## src/rtl/cache_fill_ctrl.sv

```systemverilog
// cache_fill_ctrl: miss-fill sequencer and arbiter for the icache and dcache.
// Grants the single 64-bit memory read port to one missing cache at a time,
// alternating on ties, runs the memory handshake, then pulses a one-cycle
// fill strobe with the captured line's index, tag and data. Also keeps
// saturating counters of fills started for each side.
module cache_fill_ctrl #(
  parameter int CNT_W = 16
) (
  input  logic             clk,
  input  logic             rst_n,
  input  logic             i_req,
  input  logic             i_miss,
  input  logic [31:0]      i_addr,
  input  logic             d_req,
  input  logic             d_miss,
  input  logic [31:0]      d_addr,
  output logic             mem_req,
  output logic [28:0]      mem_addr,
  input  logic             mem_ack,
  input  logic [63:0]      mem_rdata,
  output logic             i_fill,
  output logic             d_fill,
  output logic [4:0]       fill_idx,
  output logic [23:0]      fill_tag,
  output logic [63:0]      fill_data,
  output logic             i_stall,
  output logic             d_stall,
  output logic [CNT_W-1:0] i_miss_cnt,
  output logic [CNT_W-1:0] d_miss_cnt
);

  localparam logic [1:0] IDLE = 2'd0;
  localparam logic [1:0] REQ  = 2'd1;
  localparam logic [1:0] FILL = 2'd2;

  localparam logic GNT_I = 1'b0;
  localparam logic GNT_D = 1'b1;

  localparam logic [CNT_W-1:0] CNT_ONE = CNT_W'(1);
  localparam logic [CNT_W-1:0] CNT_MAX = '1;

  logic [1:0]  state;
  logic [1:0]  state_nxt;
  logic        gnt;
  logic        last_grant;
  logic [28:0] line_addr;
  logic        ip;
  logic        dp;
  logic        grant_valid;
  logic        grant_side;
  logic        ack_in_req;

  // Byte-offset bits never leave the block; only whole lines are fetched.
  logic unused_byte_bits;
  assign unused_byte_bits = ^{i_addr[2:0], d_addr[2:0]};

  assign ip         = i_req & i_miss;
  assign dp         = d_req & d_miss;
  assign ack_in_req = (state == REQ) & mem_ack;

  // A cache stalls its stage for as long as it reports an active miss.
  assign i_stall = ip;
  assign d_stall = dp;

  // Arbitration: a lone requester wins; on a tie the side not served last wins.
  always_comb begin
    // NOTE: every combinational output gets a default first so no path leaves it unassigned (no latch).
    grant_valid = 1'b0;
    grant_side  = GNT_I;
    if (state == IDLE) begin
      if (ip && dp) begin
        grant_valid = 1'b1;
        grant_side  = ~last_grant;
      end else if (ip) begin
        grant_valid = 1'b1;
        grant_side  = GNT_I;
      end else if (dp) begin
        grant_valid = 1'b1;
        grant_side  = GNT_D;
      end
    end
  end

  // Next-state logic: IDLE -> REQ on grant, REQ -> FILL on ack, FILL -> IDLE.
  always_comb begin
    state_nxt = state;
    case (state)
      IDLE:    if (grant_valid) state_nxt = REQ;
      REQ:     if (mem_ack)     state_nxt = FILL;
      FILL:                     state_nxt = IDLE;
      default:                  state_nxt = IDLE;
    endcase
  end

  // State register; reset abandons any operation in flight.
  always_ff @(posedge clk or negedge rst_n) begin
    if (!rst_n) begin
      state <= IDLE;
    end else begin
      // NOTE: sequential state uses non-blocking assignment so every register samples pre-edge values.
      state <= state_nxt;
    end
  end

  // Latch the winner's line address and grant so a withdrawn request still completes.
  always_ff @(posedge clk or negedge rst_n) begin
    if (!rst_n) begin
      line_addr  <= '0;
      gnt        <= GNT_I;
      last_grant <= GNT_D;
    end else if (grant_valid) begin
      line_addr  <= (grant_side == GNT_D) ? d_addr[31:3] : i_addr[31:3];
      gnt        <= grant_side;
      last_grant <= grant_side;
    end
  end

  // Register line data, index and tag on the ack; they hold outside the fill.
  always_ff @(posedge clk or negedge rst_n) begin
    if (!rst_n) begin
      // NOTE: the data register is a plain flop, not an array, so it is reset like the rest.
      fill_data <= '0;
      fill_idx  <= '0;
      fill_tag  <= '0;
    end else if (ack_in_req) begin
      fill_data <= mem_rdata;
      fill_idx  <= line_addr[4:0];
      fill_tag  <= line_addr[28:5];
    end
  end

  // Saturating per-side counters of fills started, bumped on each grant.
  always_ff @(posedge clk or negedge rst_n) begin
    if (!rst_n) begin
      i_miss_cnt <= '0;
      d_miss_cnt <= '0;
    end else if (grant_valid) begin
      if (grant_side == GNT_I) begin
        if (i_miss_cnt != CNT_MAX) i_miss_cnt <= i_miss_cnt + CNT_ONE;
      end else begin
        if (d_miss_cnt != CNT_MAX) d_miss_cnt <= d_miss_cnt + CNT_ONE;
      end
    end
  end

  // Memory request and fill strobes are decoded straight from the state so
  // an asynchronous reset drops them immediately.
  assign mem_req  = (state == REQ);
  assign mem_addr = line_addr;
  assign i_fill   = (state == FILL) & (gnt == GNT_I);
  assign d_fill   = (state == FILL) & (gnt == GNT_D);

endmodule

```

## config.mk

```make
export PLATFORM = sky130hd
export DESIGN_NAME = cache_fill_ctrl
export DESIGN_NICKNAME = d
export VERILOG_FILES = /design/src/rtl/cache_fill_ctrl.sv
export SDC_FILE = /design/constraint.sdc
export NUM_CORES = 1
export LEC_CHECK = 0
export ABC_AREA = 0
export CAP_MARGIN = 10
export CORE_UTILIZATION = 45
export CTS_CLUSTER_DIAMETER = 60
export DETAILED_ROUTE_END_ITERATION = 8
export HOLD_SLACK_MARGIN = 0.08
export MAX_ROUTING_LAYER = met4
export PLACE_DENSITY = 0.92
export SKIP_LAST_GASP = 1
export SLEW_MARGIN = 0
export SYNTH_ARGS = -nofsm -noshare
export SYNTH_HDL_FRONTEND = slang
export SYNTH_SLANG_ARGS = --single-unit
```

## constraint.sdc

```tcl
create_clock -name clk -period 2.5 [get_ports clk]
set_input_delay 0.5 -clock clk [delete_from_list [all_inputs] [get_ports clk]]
set_output_delay 0.5 -clock clk [all_outputs]
set_load 0.01 [all_outputs]
```

After elaboration in Yosys (flattened, before gate mapping)
Index checks and enable logic that the tools add are counted.
{"block": "totals", "register_bits": 158, "out_inout_bits": 159, "input_bits": 135, "elab_cells": 41}
{"block": "classes", "n_addsub": 2, "bitwise": 8, "eq_ne": 6, "n_reduce_logical": 5, "n_mux": 11}
{"op": "$add A16 B1 Y16 const B", "n": 2}
{"op": "$ne A16 B16 Y1 const B", "n": 2}
{"op": "$mux W29", "n": 1}
{"op": "$mux W1", "n": 7}
{"op": "$reduce_and A3 Y1", "n": 2}
{"op": "$and A1 B1 Y1", "n": 5}
{"op": "$mux W2", "n": 2}
{"op": "$pmux W2 S2", "n": 1}
{"op": "$not A1 Y1", "n": 3}
{"op": "$eq A2 B1 Y1 const B", "n": 1}
{"op": "$eq A2 B2 Y1 const B", "n": 1}
{"op": "$logic_not A2 Y1", "n": 1}
{"op": "$ne A2 B1 Y1 const B", "n": 1}
{"op": "$ne A2 B2 Y1 const B", "n": 1}
{"op": "$reduce_and A2 Y1", "n": 1}
{"op": "$logic_and A1 B1 Y1", "n": 1}

Logic depth before layout (Yosys ltp)
{"block": "depth", "depth_word": 7, "mapped_depth": 6, "depth_no_buf": 5}

Worst setup path before layout
Ideal clock, no wire load.
{"block": "synth_timing", "kind": "register to register", "startpoint": "register i_miss_cnt[2]", "endpoint": "register i_miss_cnt[14]", "path_slack_ps": 799, "path_stages_with_launch": 5, "t_arrival_ps": 1576, "n_path_buf": 0, "cell_sequence": "dfrtp_1 -> nand3_4 -> or3_4 -> nor3_1 -> mux2_2"}
{"block": "synth_via", "elab_chain_cells": 2}
{"item": "from (decl)", "line_no": "28", "text": "output logic [CNT_W-1:0] i_miss_cnt,"}
{"item": "from (signal assigned)", "line_no": "139", "text": "if (i_miss_cnt != CNT_MAX) i_miss_cnt <= i_miss_cnt + CNT_ONE;"}
{"item": "parallel branches: the longest is 2 deep, another holds $add A16 B1 Y16"}
Several ways; the timed one is not identified.
A chain may end at the register's enable or synchronous reset.

Worst setup path after layout
{"block": "layout_timing", "startpoint": "input d_req", "endpoint": "output d_stall"}
{"block": "layout_via", "elab_chain_cells": 1}
{"item": "from (decl)", "line_no": "14", "text": "input logic d_req,"}
{"item": "$and A1 B1 Y1", "line_no": "58", "text": "assign dp = d_req & d_miss;"}
{"item": "to (decl)", "line_no": "27", "text": "output logic d_stall,"}
No other way between the ends.

==> results.cfg <==
[synth]
synth.area.mux_share_pct = 16.8
synthAdderAreaFrac_pct = 0.382
synthCells = 499
synthesis.nets = 636
synth_compound_gate_area_share_pct = 5.69
synth_edf_count = 0
synth-xor-area-share_pct = 3.47
ys_seq_area_share_pct = 60.3
yosysUniqueCellTypes = 42
synth_top_family_by_area = multiplexers
ys_ff_latch = 158
synthSimpleGateAreaFrac_pct = 11.3
ys_async_sr_fraction_pct = 100
ys_warn_count = 0
syn_area_sq_um = 6550
syn_area_per_cell_sq_um = 13.1
ys.flop_type = dfrtp_1

[power]
p_per_area_nw_per_um2 = 1120
finalPower_mw = 11.5
power_switching_mw = 3.54
combPwrFrac_pct = 39.8
p_leak_nw = 4.35
p_int_mw = 7.95
p_seq_share_pct = 38.2
clkPwrFrac_pct = 22.0
p_sw_share_pct = 30.8
ir_drop_v = 0.000505

[sta]
tns_ns = 0
rsz0062_at_grt = false
slew_violations = 0
worst_slew_pin_slew_ns = 0.622
hold_viol_final = 0
setup_viol = 0
fin_ws_ns = 0.179
worst_hold_slack_ns = 0.0867
min_period_ns = 2.32
slew-limit-headroom_pct = 58.5
fin_skew_ns = 0.0108
fmax_ghz = 0.431
min_period_over_period_pct = 92.8

[finish]
fin_area_sq_um = 10300
final_common_cell = clkdlybuf4s50_1
drive_above_1_share_pct = 19.3
flow.area_growth_from_synthesis_pct = 56.6
num-nets-final = 928
antenna_cells = 0
fill_cells = 912
final_cell_mix = 286 x clkdlybuf4s50_1, 157 x dfrtp_1, 97 x mux2_2

[setup_path]
critPathBufInv = 3
cp_data_required_time_ns = 2.00
max_stage_delay_ns = 0.59
setup.worst_path.start_class = input pin
ff2ff_setup_slack_ns = 0.63
crit_arrival_ns = 1.82
r2r-end = i_miss_cnt[1]$_DFFE_PN0P_
end_kind = primary output
path_class = input pin to primary output
r2r_start = i_miss_cnt[10]$_DFFE_PN0P_
rr_worst_depth = 4
cpMostUsedCell = clkdlybuf4s50_1
path_cells = clkdlybuf4s50_1 > nand2_1 > inv_1 > clkdlybuf4s50_1
crit_slowest_cell = clkdlybuf4s50_1
cpLargestDelayFamily = buffers and inverters
path_max_fanout = 4

[worst_hold_path]
hold_path_class = input pin to asynchronous set/reset pin

[floorplanning]
die_h_um = 123
initial_core_util_pct = 46.7
dieArea_sq_um = 15100
fp.dieW_um = 123
core_sq_um = 14000
fp-row-count = 43
num_io_pins = 294

[job]
max-cap-violations = 0

[cts]
cts_buffer_depth = 2
cts-buffers-inserted = 17
h-tree-depth = 4
clock_latency_ns = 0.42
cts_tree = done
cts_resized = 0
holdBufCountCts = 0
cts.reportedPaths.clkPinSlew_ns = 0.06
cts_setup_buffers = 0
cts-root-buf = clkbuf_16
cts.sinks = 158

[drt]
viasPerCell = 5.24
first_pass_iters = 4
drc = 0
wire_per_inst_um = 18.8
ant_nets = 0
initialDrtViolationCount = 289
route.vias.total = 5159
wl_um = 18500

[outcome]
outcome = finished, final reports clean

[global_routing]
antenna_found_initial = 0
grt_pass1_vias = 5425
grt_pass1_wl_um = 28200
grt_usage_pct = 25.8
grt_max_degree = 95
grt_overflow = 0

[place]
post-place-ws_ns = 0.206
gp_congestion = 0.906
hpwlAfterDp_um = 13300
port_buffers = 287
placed_area_sq_um = 9680
-- flip-flops by register name, indices dropped and copies added, names as in the netlist, 2 cells and up --
signal and cells:
d_miss_cnt 16, fill_data 64, fill_idx 5, fill_tag 24
i_miss_cnt 16, mem_addr 29, state 2
-- Yosys cell counts, types with 7 or more instances --
| master | count | area share, % |
|---|---|---|
| buf_2 | 13 | 0.99 |
| nor2_1 | 11 | 0.63 |
| nand4_1 | 12 | 1.1 |
| o22ai_1 | 22 | 2.1 |
| xor2_1 | 17 | 2.3 |
| xnor2_1 | 9 | 1.2 |
| nand3_1 | 12 | 0.92 |
| mux2_2 | 97 | 17 |
| o21ai_0 | 24 | 1.8 |
| inv_1 | 7 | 0.40 |
| a31oi_1 | 8 | 0.76 |
| clkbuf_1 | 10 | 0.57 |
| nand2_1 | 49 | 2.8 |
| dfrtp_1 | 157 | 60 |
-- area by class of cell --
class | instances | area [sq um] | share of cell area, %
clock buffer | 20 | 447 | 4.35
timing repair buffer | 296 | 2990 | 29.2
multi-input combinational | 311 | 2480 | 24.2
clock inverter | 12 | 138 | 1.34
tap | 180 | 225 | 2.19
inverter | 7 | 26.3 | 0.256
sequential | 158 | 3960 | 38.5
-- worst register-to-register path, stage by stage (launching register included) --
cell	delay, ns
dfrtp_1	0.44
nand4_1	0.25
nor4_4	0.62
nor2_1	0.16
mux2_2	0.30
-- stage by stage --
| stage | instances | util [%] |
|---|---|---|
| finish | 984 | 73.1 |
| floorplan | 499 | - |
| global route | 984 | 73.1 |
| CTS | 984 | 73.1 |
| global placement | 952 | 68.9 |
| detailed placement | 952 | 68.9 |
-- worst max path at each step --
stage | start | end | slack [ns] | cells past startpoint
after floorplan | i_miss_cnt[2]$_DFFE_PN0P_ | i_miss_cnt[14]$_DFFE_PN0P_ | 0.80 | 4
after global placement | d_req | d_stall | 0.21 | 4
after detailed placement | d_miss | d_stall | 0.21 | 4
after CTS | d_req | d_stall | 0.18 | 4
after global routing | d_req | d_stall | 0.14 | 4
final | d_req | d_stall | 0.18 | 4
-- power groups by stage --
stage	clock network (mW)	logic [mW]	registers (mW)
after floorplan	0	1.30	4.79
after global placement	0	4.49	4.30
after detailed placement	0	4.62	4.42
after CTS	2.58	4.64	4.39
after global routing	2.70	4.88	4.52
final	2.53	4.58	4.39
-- per-layer routing --
| metal | wire [um] | GRT usage, % |
|---|---|---|
| met5 | 0 | - |
| met3 | 1050 | 5.34 |
| met1 | 7040 | 28.1 |
| met2 | 9920 | 45.4 |
| met4 | 448 | 11.1 |
-- logic make-up (layout without fill, tap and decap cells) --
| group | Yosys count | count (layout) |
|---|---|---|
| mux | 98 | 98 |
| xor+xnor | 26 | 26 |
| buf+inv | 30 | 335 |
| simple gates | 124 | 124 |
| fa+ha+maj | 2 | 2 |
| compound gates | 61 | 61 |
| flops | 158 | 158 |
No activity file was read; power rests on OpenSTA's default activity.
